File: src/rtl/nibble_bank_loader.sv
// Fills an 8x4 nibble bank from a valid/ready stream or a patch port; bank updates 1 cycle after a beat/patch.
// Backpressure: o_in_ready is high only while filling. Optional checksum: NIBBLE_BANK_CHECKSUM_EN.
module nibble_bank_loader #(
  parameter int NIBBLE_W = 4,
  parameter int DEPTH    = 8
) (
  input  logic                       i_sysclk,
  input  logic                       i_reset,
  input  logic                       i_start,
  input  logic                       i_abort,
  input  logic                       i_in_valid,
  input  logic [NIBBLE_W-1:0]        i_in_data,
  output logic                       o_in_ready,
  input  logic                       i_wr_en,
  input  logic [2:0]                 i_wr_addr,
  input  logic [NIBBLE_W-1:0]        i_wr_data,
  output logic                       o_wr_err,
  output logic [DEPTH*NIBBLE_W-1:0]  o_bank,
  output logic                       o_bank_valid,
  output logic [2:0]                 o_fill_ptr,
  output logic [NIBBLE_W-1:0]        o_checksum
);

  typedef enum logic [1:0] {S_IDLE, S_FILL, S_FULL} state_t;

  state_t                            r_state;
  state_t                            w_state_nxt;
  logic [DEPTH-1:0][NIBBLE_W-1:0]    r_bank;
  logic [2:0]                        r_fill_ptr;
  logic [2:0]                        w_fill_ptr_nxt;
  logic                              r_bank_valid;
  logic                              w_bank_valid_nxt;
  logic                              r_wr_err;
  logic                              w_wr_err_nxt;
  logic                              w_patch;
  logic                              w_beat;

  assign o_in_ready = (r_state == S_FILL);
  assign w_beat     = i_in_valid && o_in_ready;

  always_ff @(posedge i_sysclk or posedge i_reset) begin
    if (i_reset) begin
      r_state <= S_IDLE;
    end else begin
      r_state <= w_state_nxt;
    end
  end

  always_comb begin
    w_state_nxt      = r_state;
    w_fill_ptr_nxt   = r_fill_ptr;
    w_bank_valid_nxt = r_bank_valid;
    w_wr_err_nxt     = 1'b0;
    w_patch          = 1'b0;
    case (r_state)
      S_IDLE: begin
        w_patch = i_wr_en;
        if (i_start) begin
          w_state_nxt      = S_FILL;
          w_fill_ptr_nxt   = 3'd0;
          w_bank_valid_nxt = 1'b0;
        end
      end
      S_FILL: begin
        w_wr_err_nxt = i_wr_en;
        if (w_beat) begin
          if (r_fill_ptr == 3'(DEPTH - 1)) begin
            w_state_nxt      = S_FULL;
            w_fill_ptr_nxt   = 3'd0;
            w_bank_valid_nxt = 1'b1;
          end else begin
            w_fill_ptr_nxt = r_fill_ptr + 3'd1;
          end
        end
        // abort wins over a completing beat: the beat is stored but the bank is not declared valid
        if (i_abort) begin
          w_state_nxt      = S_IDLE;
          w_fill_ptr_nxt   = 3'd0;
          w_bank_valid_nxt = 1'b0;
        end
      end
      S_FULL: begin
        w_patch = i_wr_en;
        if (i_start) begin
          w_state_nxt      = S_FILL;
          w_fill_ptr_nxt   = 3'd0;
          w_bank_valid_nxt = 1'b0;
        end else if (i_abort) begin
          w_state_nxt      = S_IDLE;
          w_bank_valid_nxt = 1'b0;
        end
      end
      default: begin
        w_state_nxt = S_IDLE;
      end
    endcase
  end

  always_ff @(posedge i_sysclk or posedge i_reset) begin
    if (i_reset) begin
      r_bank       <= '0;
      r_fill_ptr   <= 3'd0;
      r_bank_valid <= 1'b0;
      r_wr_err     <= 1'b0;
    end else begin
      r_fill_ptr   <= w_fill_ptr_nxt;
      r_bank_valid <= w_bank_valid_nxt;
      r_wr_err     <= w_wr_err_nxt;
      if (w_beat) begin
        r_bank[r_fill_ptr] <= i_in_data;
      end else if (w_patch) begin
        r_bank[i_wr_addr] <= i_wr_data;
      end
    end
  end

  assign o_bank       = r_bank;
  assign o_bank_valid = r_bank_valid;
  assign o_fill_ptr   = r_fill_ptr;
  assign o_wr_err     = r_wr_err;

`ifdef NIBBLE_BANK_CHECKSUM_EN
  logic [NIBBLE_W-1:0] w_sum;
  logic [NIBBLE_W-1:0] r_checksum;

  always_comb begin
    w_sum = '0;
    for (int k = 0; k < DEPTH; k++) begin
      w_sum = w_sum + r_bank[k];
    end
  end

  // trails the bank by one cycle, so it settles one cycle after any write
  always_ff @(posedge i_sysclk or posedge i_reset) begin
    if (i_reset) begin
      r_checksum <= '0;
    end else begin
      r_checksum <= w_sum;
    end
  end

  assign o_checksum = r_checksum;
`else
  assign o_checksum = '0;
`endif

endmodule

File: config.mk
export PLATFORM = sky130hd
export DESIGN_NAME = nibble_bank_loader
export DESIGN_NICKNAME = d
export VERILOG_FILES = /design/src/rtl/nibble_bank_loader.sv
export SDC_FILE = /design/constraint.sdc
export NUM_CORES = 1
export LEC_CHECK = 0
export BUFFER_PORTS_ARGS = -buffer_cell sky130_fd_sc_hd__buf_2
export CORE_ASPECT_RATIO = 1.5
export CORE_MARGIN = 2
export CORE_UTILIZATION = 57
export CTS_CLUSTER_SIZE = 16
export DETAILED_ROUTE_END_ITERATION = 7
export PLACE_DENSITY = 0.84
export RECOVER_POWER = 100
export SETUP_SLACK_MARGIN = 0.4
export SYNTH_ARGS = -nofsm -noshare
export SYNTH_HDL_FRONTEND = slang
export SYNTH_SLANG_ARGS = --single-unit
File: constraint.sdc
create_clock -name i_sysclk -period 2.8 [get_ports i_sysclk]
set_input_delay 0.14 -clock i_sysclk [delete_from_list [all_inputs] [get_ports i_sysclk]]
set_output_delay 0.14 -clock i_sysclk [all_outputs]
set_load 0.05 [all_outputs]
==> results.md <==
- Largest net degree at the start of global routing: 40
- Cell area after layout: 2640 um2
- Vias: 1783
- Wire per inst: 17.2 um
- Row count: 28
- Simple-Gate Fraction of Synth Area: 17.9%
- Final TNS setup: 0 ns
- Share of cells above drive strength 1: 24.9%
- DRT Wirelength: 5110 um
- Final setup viols: 0
- Critical-path top delay cell: dfrtp_1
- Fmax: 0.469 GHz
- Largest family of logic cells by synthesized area: compound AO/OA/AOI/OAI gates
- P per Cell Area: 665 nW/um2
- Remaining routing DRC violations: 0
- Vias per inst: 5.98
- Seq cells post-synth: 39
- Synth Warn #: 0
- Final period util: 76.1%
- CTS tree: built
- CP cell instances: nand3b_1 > o21ai_4 > o21ai_0 > mux2_1
- Maxcap violations: 0
- Initial drt markers: 83
- Syn Area/Cell: 11.7 um2
- Max incr delay on CP: 0.67 ns
- Die area: 4560 um2
- Clk_lat worst skew: 0.30 ns
- DR pass1 iterations: 4
- Core Area: 3920 um2
- Antenna violations before repair: 0
- RSZ-0062 raised after global routing: false
- Max Slew Vio Count: 0
- Non-Filler Instances: 298
- Critical Path Sink Type: register
- Vias in the first global route: 1795
- Tmin final: 2.13 ns
- Hpwl dp: 3770 um
- RePlAce Congestion: 0.847
- Sequential-to-total area share from yosys stat: 42.5%
- IO Pins: 59
- Antenna diodes: 0
- Synth Area in Compound Gates: 18.6%
- Clk_skew: 0.00556 ns
- Worst Path Max Fanout: 13
- Area contributors post-synth: dfrtp_1 (43%), o2bb2ai_1 (11%), mux2_2 (8.3%)
- XOR/XNOR Fraction of Synth Area: 0%
- Final net count: 271
- Placed Cells: 289
- Post-Synthesis Cell Area: 2300 um2
- Die width: 55.8 um
- Startpoint Class: register
- First-pass GRT wire length: 8450 um
- Area after DPL: 2580 um2
- Commonest non-fill, non-tap cell in the layout: dfrtp_1
- Overall Global Routing Usage: 23.9%
- Area leader, netlist: dfrtp_1
- Mux share of post-synthesis cell area: 15.8%
- H-tree depth: 2
- Post-synthesis adder-cell area fraction: 1.09%
- Commonest cells after routing, fill and taps aside: dfrtp_1 (39), clkbuf_1 (38), o2bb2ai_1 (29), mux2_2 (16), buf_2 (16)
- VDD IR max: 0.486 mV
- CP required: 2.97 ns
- Area Growth Syn to Fin: 14.9%
- Synth top area share: 42.5%
- Pleak: 1.19 nW
- Grt total ovfl: 0
- Post-synthesis cell type count: 41
- Relative slew slack: 36.6%
- CTS clk-pin slew, worst paths: 0.07 ns
- Initial Utilization: 58.5%
- Port Buffers: 54
- Least-Margin Pin Slew: 0.951 ns
- Syn Inst Count: 197
- Clock Tree Buf Depth: 2
- Hold Path Class: primary input to register
- Hold Vio Cnt, Final: 0
- DRT antenna net count: 0
- Inserted Clock Buffers: 5
- Kind of critical path: register to register
- Die height: 81.7 um
- Root Buffer Master: clkbuf_8
- Outcome: complete, no violations
- Worst hold slack: 0.0734 ns
- CTS sink count: 39
- Setup bufs post-CTS: 0
- Critical path's top delay family: flip-flops
- CP Data Arrival Time: 2.30 ns
- Crit path buffers/inverters: 0
- Total Power: 0.00175 W
-- what timing repair did --
action | 4_1_cts | 5_1_grt
setup endpoints to repair | 0 | 0
gates resized for setup | 0 | 0
hold buffers | 1 | 0
hold endpoints to repair | 39 | 0
-- final cells by class --
| class | instances | area [um2] |
|---|---|---|
| Clock buffer | 6 | 82.6 |
| Clock inverter | 2 | 35.0 |
| Sequential cell | 39 | 976 |
| Fill cell | 323 | 1290 |
| Timing Repair Buffer | 56 | 238 |
| Inverter | 7 | 26.3 |
| Multi-Input combinational cell | 143 | 1220 |
| Tap cell | 45 | 56.3 |
-- layer usage --
layer	GRT usage [%]	up-vias	wire length, um
met5	0	-	0
met1	26.2	878	2010
met4	10.0	0	65
met2	44.8	64	2770
met3	4.88	6	271
li1	-	835	-
-- sequential cells by signal (all words and copies together), names as in the netlist --
name          cells
o_bank           32
o_bank_valid      1
o_fill_ptr        3
r_state           2
o_wr_err          1
-- worst paths after layout --
| path | start | end | cells after the start | slack [ns] |
|---|---|---|---|---|
| setup reg to reg | r_state[0]$_DFFE_PP0P_ | o_bank[4]$_DFFE_PP0P_ | 4 | 0.67 |
| hold reg to reg | o_bank[15]$_DFFE_PP0P_ | o_bank[15]$_DFFE_PP0P_ | 1 | 0.49 |
| min in group asynchronous | i_reset | o_bank[20]$_DFFE_PP0P_ | 4 | 0.68 |
| setup / recovery | r_state[0]$_DFFE_PP0P_ | o_bank[4]$_DFFE_PP0P_ | 4 | 0.67 |
| max in group asynchronous | i_reset | o_bank[27]$_DFFE_PP0P_ | 4 | 1.53 |
| hold / removal | i_abort | r_state[1]$_DFFE_PP0P_ | 2 | 0.07 |
-- synth_stat cells, drive strengths merged --
| master | count |
|---|---|
| o2bb2ai | 29 |
| o21ai | 10 |
| nand3 | 2 |
| inv | 7 |
| nor4 | 2 |
| or2 | 2 |
| nand4 | 1 |
| o21a | 1 |
| conb | 1 |
| dfrtp | 39 |
| nand3b | 3 |
| nand4b | 1 |
| and3b | 3 |
| a221o | 4 |
| nand2b | 3 |
| buf | 11 |
| nor3 | 2 |
| a32oi | 2 |
| a31oi | 4 |
| nand2 | 10 |
| nor2 | 18 |
| and2 | 1 |
| nor3b | 2 |
| mux2 | 30 |
| nor2b | 2 |
| or3 | 1 |
| mux2i | 1 |
| ha | 2 |
| or3b | 3 |
-- kinds of logic after synthesis --
kind of cell	after synthesis
AOI/OAI and AO/OA	50
buffers and inverters	18
other	1
DFF	39
muxes	31
adders and majority gates	2
and+or+nand+nor	56
-- power breakdown --
| part | internal (W) | leakage, nW | switching [W] |
|---|---|---|---|
| clock | 0.000288 | 0.0612 | 0.000201 |
| sequential | 0.000636 | 0.530 | 0.0000671 |
| combinational | 0.000133 | 0.603 | 0.000428 |
-- stage by stage --
| stage | worst slack, ns | util, % |
|---|---|---|
| 2_1_floorplan | 0.566 | - |
| 3_3_place_gp | 0.865 | 65.7 |
| 3_5_place_dp | 0.795 | 65.7 |
| 4_1_cts | 0.774 | 69.0 |
| 5_1_grt | 0.431 | 67.2 |
| 6_report | 0.670 | 67.2 |
-- worst reg2reg max path, delay by kind of cell, from the launching register on --
kind / cells / cell delay, ns
flops: 1 / 0.67
compound gates: 2 / 0.55
simple gates: 1 / 0.40
mux: 1 / 0.39
(Power assumes the default switching activity.)
